===== src/rtl/mem_bus_arbiter_pkg.sv =====
// Shared width define, FSM state encoding and master indices for the memory bus arbiter.
`ifndef MEM_BUS_ARBITER_DEFINES
`define MEM_BUS_ARBITER_DEFINES
`define WIDTH 32
`endif

package mem_bus_arbiter_pkg;

  typedef enum logic [1:0] {
    IDLE  = 2'd0,
    ISSUE = 2'd1,
    WAIT  = 2'd2,
    RESP  = 2'd3
  } state_t;

  localparam logic M0 = 1'b0;
  localparam logic M1 = 1'b1;

endpackage


===== src/rtl/mem_bus_arbiter_rr_arbiter_2.sv =====
// Two-way round-robin grant: purely combinational, zero latency.
// No backpressure of its own; the caller only consults it while idle.
module rr_arbiter_2
  import mem_bus_arbiter_pkg::*;
(
  input  logic [1:0] req,
  input  logic       last_grant,
  output logic       gnt_valid,
  output logic       gnt_idx
);

  always_comb begin
    gnt_valid = |req;
    // On a tie the master that did not win last time goes first.
    if (&req) gnt_idx = ~last_grant;
    else      gnt_idx = req[1] ? M1 : M0;
  end

endmodule


===== src/rtl/mem_bus_arbiter.sv =====
// Shares one memory port between two masters; write ack 2 cycles after grant, read ack 2+RD_LATENCY.
// Requests arriving outside IDLE are held off by the master's level request until the bus is free.
`ifndef WIDTH
`define WIDTH 32
`endif

module mem_bus_arbiter
  import mem_bus_arbiter_pkg::*;
#(
  parameter int WIDTH      = `WIDTH,
  parameter int RD_LATENCY = 1
) (
  input  logic             clk,
  input  logic             rst,
  input  logic             m0_req_i,
  input  logic             m0_we_i,
  input  logic [WIDTH-1:0] m0_addr_i,
  input  logic [WIDTH-1:0] m0_wdata_i,
  output logic             m0_ack_o,
  output logic [WIDTH-1:0] m0_rdata_o,
  input  logic             m1_req_i,
  input  logic             m1_we_i,
  input  logic [WIDTH-1:0] m1_addr_i,
  input  logic [WIDTH-1:0] m1_wdata_i,
  output logic             m1_ack_o,
  output logic [WIDTH-1:0] m1_rdata_o,
  output logic             memread_o,
  output logic             memwrite_o,
  output logic [WIDTH-1:0] memaddr_o,
  output logic [WIDTH-1:0] memwdata_o,
  input  logic [WIDTH-1:0] memrdata_i,
  output logic             busy_o
);

  localparam int CW = $clog2(RD_LATENCY + 1);

  state_t           state, state_nxt;
  logic [CW-1:0]    cnt;
  logic             gnt_q, we_q, last_grant;
  logic [WIDTH-1:0] addr_q, wdata_q, m0_rdata_q, m1_rdata_q;
  logic             gnt_valid, gnt_idx;
  logic             rd_done;

  rr_arbiter_2 u_rr (
    .req        ({m1_req_i, m0_req_i}),
    .last_grant (last_grant),
    .gnt_valid  (gnt_valid),
    .gnt_idx    (gnt_idx)
  );

  assign rd_done = (state == WAIT) && (cnt == CW'(1));

  always_ff @(posedge clk or negedge rst) begin
    if (!rst) state <= IDLE;
    else      state <= state_nxt;
  end

  always_comb begin
    state_nxt = state;
    case (state)
      IDLE:  if (gnt_valid) state_nxt = ISSUE;
      ISSUE: state_nxt = we_q ? RESP : WAIT;
      WAIT:  if (rd_done) state_nxt = RESP;
      RESP:  state_nxt = IDLE;
      default: state_nxt = IDLE;
    endcase
  end

  always_ff @(posedge clk or negedge rst) begin
    if (!rst) begin
      gnt_q      <= M0;
      we_q       <= 1'b0;
      addr_q     <= '0;
      wdata_q    <= '0;
      last_grant <= M1;
      cnt        <= '0;
      m0_rdata_q <= '0;
      m1_rdata_q <= '0;
    end else begin
      case (state)
        IDLE: if (gnt_valid) begin
          gnt_q      <= gnt_idx;
          we_q       <= (gnt_idx == M1) ? m1_we_i    : m0_we_i;
          addr_q     <= (gnt_idx == M1) ? m1_addr_i  : m0_addr_i;
          wdata_q    <= (gnt_idx == M1) ? m1_wdata_i : m0_wdata_i;
          last_grant <= gnt_idx;
        end
        ISSUE: if (!we_q) cnt <= CW'(RD_LATENCY);
        WAIT: begin
          cnt <= cnt - CW'(1);
          // Read data is only captured for the granted master; the other keeps its last value.
          if (rd_done) begin
            if (gnt_q == M1) m1_rdata_q <= memrdata_i;
            else             m0_rdata_q <= memrdata_i;
          end
        end
        default: ;
      endcase
    end
  end

  always_comb begin
    memread_o  = (state == ISSUE) && !we_q;
    memwrite_o = (state == ISSUE) &&  we_q;
    m0_ack_o   = (state == RESP) && (gnt_q == M0);
    m1_ack_o   = (state == RESP) && (gnt_q == M1);
    busy_o     = (state != IDLE);
  end

  assign memaddr_o  = addr_q;
  assign memwdata_o = wdata_q;
  assign m0_rdata_o = m0_rdata_q;
  assign m1_rdata_o = m1_rdata_q;

endmodule


===== config.mk =====
export PLATFORM = sky130hd
export DESIGN_NAME = mem_bus_arbiter
export DESIGN_NICKNAME = d
export VERILOG_FILES = /design/src/rtl/mem_bus_arbiter_pkg.sv /design/src/rtl/mem_bus_arbiter_rr_arbiter_2.sv /design/src/rtl/mem_bus_arbiter.sv
export SDC_FILE = /design/constraint.sdc
export NUM_CORES = 1
export LEC_CHECK = 0
export ABC_AREA = 1
export CAP_MARGIN = 20
export CORE_ASPECT_RATIO = 0.8
export CORE_MARGIN = 3
export CORE_UTILIZATION = 35
export CTS_BUF_LIST = sky130_fd_sc_hd__clkbuf_4 sky130_fd_sc_hd__clkbuf_8
export CTS_CLUSTER_SIZE = 10
export DETAILED_ROUTE_END_ITERATION = 10
export PLACE_DENSITY_LB_ADDON = 0.3
export SYNTH_ARGS = -nofsm -noshare
export SYNTH_HDL_FRONTEND = slang
export SYNTH_SLANG_ARGS = --single-unit

===== constraint.sdc =====
create_clock -name clk -period 3.6 [get_ports clk]
set_input_delay 0.72 -clock clk [delete_from_list [all_inputs] [get_ports clk]]
set_output_delay 0.72 -clock clk [all_outputs]
set_load 0.02 [all_outputs]

=== Word-level counts from Yosys, hierarchy flattened ===
Cells that the tools add are included.

* Bits in registers: 134
* Input port bits: 166
* Output and inout bits: 133

* Add/subtract/negate cells: 1
* Eq/ne operators: 6
* Mux-type cells: 11
* Bitwise gates (word level): 2
* Reduce and logical (&&, ||, !) cells: 16

{| class="wikitable"
|+ Operators with widths
! kind !! number
|-
| 2-to-1 mux 32 bit || 2
|-
| one-hot mux 2 bit (4 select lines) || 1
|-
| AND reduction 2 bit || 4
|-
| != test 2 bit, second input constant || 3
|-
| AND reduction 3 bit || 2
|-
| logical AND 1 bit || 5
|-
| 2-to-1 mux 1 bit || 5
|-
| == test 2 bit, second input constant || 2
|-
| 2-to-1 mux 2 bit || 2
|-
| nonzero test 2 bit || 2
|-
| == test 2 x 1 -> 1 bit, second input constant || 1
|-
| logical NOT 2 bit || 1
|-
| inverter 1 bit || 2
|-
| one-hot mux 1 bit (2 select lines) || 1
|-
| OR reduction 2 bit || 1
|-
| logical NOT 1 bit || 1
|-
| subtractor 1 bit, second input constant || 1
|}

=== Longest topological paths before layout ===
* Word-level depth: 4
* Gate-level depth with buffers: 9
* Gate-level depth less buffers: 8

=== Hierarchy ===
A second synthesis with hierarchy kept.

* Cells, all modules: 707
* Area, all modules: 6258.5 µm²

{| class="wikitable"
|+ By module, submodules not included
! module !! instances !! cells each !! area each (µm²) !! sequential area each (µm²)
|-
| mem_bus_arbiter || 1 || 704 || 6243.5 || 3354.5
|-
| rr_arbiter_2 || 1 || 3 || 15.0 || 0.0
|}

=== Least setup slack after synthesis ===
OpenSTA, ideal clock, no wires.

* Kind: flip-flop to output port
* Start: register state[1]
* End: output port memread_o
* Arrival: 1.008 ns
* Required time: 2.880 ns
* Path slack: 1.872 ns
* Stages on the path, launching flop included: 5
* Cell sequence: dfrtp_1 -> inv_1 -> ha_1 -> inv_1 -> nor2_1

* Cells in the longest elaborated chain, start to end: 2

{| class="wikitable"
|+ RTL lines
! what !! line !! RTL
|-
| from (decl) || mem_bus_arbiter.sv:37 || <nowiki>state_t state, state_nxt;</nowiki>
|-
| from (signal assigned) || mem_bus_arbiter.sv:55 || <nowiki>else state <= state_nxt;</nowiki>
|-
| == test 2 x 1 -> 1 bit || mem_bus_arbiter.sv:103 || <nowiki>memread_o = (state == ISSUE) && !we_q;</nowiki>
|-
| logical AND 1 bit || mem_bus_arbiter.sv:103 ||
|-
| to (decl) || mem_bus_arbiter.sv:27 || <nowiki>output logic memread_o,</nowiki>
|}

Every way passes these cells.

=== Final worst setup path ===
* Start: register state[0]
* End: output port busy_o

* Cells in the longest elaborated chain, start to end: 1

{| class="wikitable"
|+ RTL lines
! what !! line !! RTL
|-
| nonzero test 2 bit || mem_bus_arbiter.sv:107 || <nowiki>busy_o = (state != IDLE);</nowiki>
|-
| to (decl) || mem_bus_arbiter.sv:32 || <nowiki>output logic busy_o</nowiki>
|}

Every way passes these cells.

==> metrics.csv <==
metric,value,unit
Sw Pwr,0.00346,W
register area share after synthesis,52.7,%
Total Routing Usage GR,19.6,%
Worst-Skew Late Latency,0.44,ns
clock power share,14.6,%
Synth Instances,843,
area delta synth->final,55.1,%
post-CTS sizing,0,
Worst-Margin Slew,0.741,ns
combinational share of power,52.5,%
first-pass GRT wire length,31300,um
"antenna viol nets, final",0,
clk buf depth,2,
critical-path cell list,"inv_1, ha_1, inv_1, clkdlybuf4s50_1",
CTS sink cnt,134,
"commonest non-fill, non-tap cell in the layout",clkdlybuf4s50_1,
initial core utilization,36.2,%
Pint,0.00478,W
worst reg2reg path depth,7,
fmax,368,MHz
final wirelength,19700,um
DIE AREA,19900,um2
met3 wire length,1670,um
setup_tns,0,ns
drt initial violations,360,
pre-CTS setup slack,1.14,ns
Max H-tree Level,4,
FF-to-FF Start,state[0],
Crit-path slowest cell,clkdlybuf4s50_1,
layout cells sized above 1,4.32,%
CTS tree,done,
Worst Path Max Fanout,5,
RSZ-0062 raised after global routing,no,
GP Congestion,0.849,
Peak supply drop,0.000345,V
remaining global-route overflow,0,
Fin. Hold Viols,0,
DRC Markers,0,
leakage power,5.13,nW
I/O Pins,299,
DIE WIDTH,157,um
die span in y,127,um
yosys warns,0,
Clk Tree Root Cell,clkbuf_8,
Sw Ratio,42.0,%
vias per cell,4.57,
vias in the first global route,5964,
hold buffers post-CTS,0,
Inserted Diodes,0,
"slowest stage delay, CP",0.65,ns
WL met2,9130,um
status,"complete, no violations",
top sig layer,met4,
port buffer count,298,
via count,6215,
synthesis-stage register bit count,134,
Final Worst Setup Slack,0.882,ns
largest net degree at the start of global routing,76,
Filler Cell Count,1644,
"Cell Area, Synth",6370,um2
First-pass DRT Iterations,5,
Final Cycle Share,75.5,%
Clock transition at path regs,0.08,ns
hpwl dp,13800,um
postcts setup bufs,0,
number of max-cap violations,0,
WL met1,8520,um
"Distinct cells, synth",14,
Final #Nets,1292,
R2R Path End,memaddr_o[10],
minimum clock period,2.72,ns
Routed WL per cell,14.5,um
CP startpoint kind,register,
Worst Path Arrival,2.00,ns
cts bufs inserted,17,
"Top cell by count, worst path",inv_1,
"Slew Viols, Final",0,
CP endpoint kind,output port,
Flop pwr share,32.9,%
initial antenna violation count,0,
HP Class,input pin to asynchronous set/reset pin,
R2R Setup Slk,1.63,ns
Avg Synthesized Cell Area,7.56,um2
Power Density,834,nW/um2
worst clock skew,0.00849,ns
path type of the worst setup path,register to output port,
CP required,2.88,ns
Synthesized Nets,1014,
core area,17600,um2
# setup viols final,0,
row count,43,
worst rel slew slack,50.6,%
"commonest non-fill, non-tap cells in the layout","clkdlybuf4s50_1, nand2_1, inv_1, nand3_1, dfrtp_1",
[power by group through the flow]
stage | Sequential [W] | Clock, W | Combinational (W)
2_1_floorplan | 0.00358 | 0 | 0.00136
3_3_place_gp | 0.00271 | 0 | 0.00432
3_5_place_dp | 0.00273 | 0 | 0.00438
4_1_cts | 0.00272 | 0.00124 | 0.00439
5_1_grt | 0.00281 | 0.00131 | 0.00472
6_report | 0.00271 | 0.00120 | 0.00433
[state kept, by name, indices dropped and copies added (netlist names)]
signal and count:
cnt 1, gnt_q 1, last_grant 1, m0_rdata_o 32, m1_rdata_o 32, memaddr_o 32
memwdata_o 32, state 2, we_q 1
[critical path, delay by kind of cell, from the launching register on]
kind                       cells  cell delay, ns
DFF                            1            0.42
adders and majority gates      1            0.26
buffers and inverters          3            0.88
[cell type report]
cell class                 count  area (um2)  area share (%)
tap                          225         282            2.85
inverter                     174         653            6.61
clock inverter                14         126            1.28
clock buffer                  18         248            2.51
sequential                   134        3350            33.9
timing repair buffer         306        3060            31.0
multi-input combinational    488        2150            21.8
[cells in the mapped netlist (all sizes together)]
| cell | number | area [um2] |
|---|---|---|
| a21oi | 1 | 5.00 |
| buf | 32 | 173 |
| clkbuf | 15 | 56.3 |
| dfrtp | 133 | 3330 |
| dfstp | 1 | 26.3 |
| ha | 5 | 62.6 |
| inv | 174 | 653 |
| nand2 | 274 | 1030 |
| nand3 | 136 | 681 |
| nor2 | 5 | 21.3 |
| o21ai | 67 | 335 |
[layer usage]
layer	track usage [%]	vias to the layer above
met3	6.55	29
li1	-	3098
met4	6.07	0
met5	0	-
met2	31.0	254
met1	25.6	2834
[cells by family (layout without fill, tap and decap cells)]
family,after synthesis,count (layout),share of synthesized area (%)
compound gates,68,68,5.34
fa+ha+maj,5,5,0.982
buf+inv,221,512,13.8
flops,134,134,52.7
simple gates,415,415,27.2
[per-stage QoR]
stage                     utilization, %  cell area (um2)  hold WS, ns  power, W  std cells
after global routing                56.2             9880        0.329   0.00884       1359
final                               56.2             9880        0.290   0.00824       1359
after floorplan                        -             6370        0.424   0.00494        843
after global placement              54.0             9510        0.461   0.00703       1327
after CTS                           56.2             9880        0.310   0.00835       1359
after detailed placement            54.0             9510        0.464   0.00711       1327
[worst max-delay path by stage]
stage	from	to	slack, ns	cells after the start
after global routing	state[1]	memread_o	0.72	5
final	state[0]	busy_o	0.88	4
after floorplan	state[1]	memread_o	1.87	4
after global placement	m0_req_i	memwdata_o[4]	1.23	7
after CTS	state[0]	busy_o	0.83	4
after detailed placement	m0_req_i	memwdata_o[5]	1.14	7
Power figures use the tool's default switching activity.
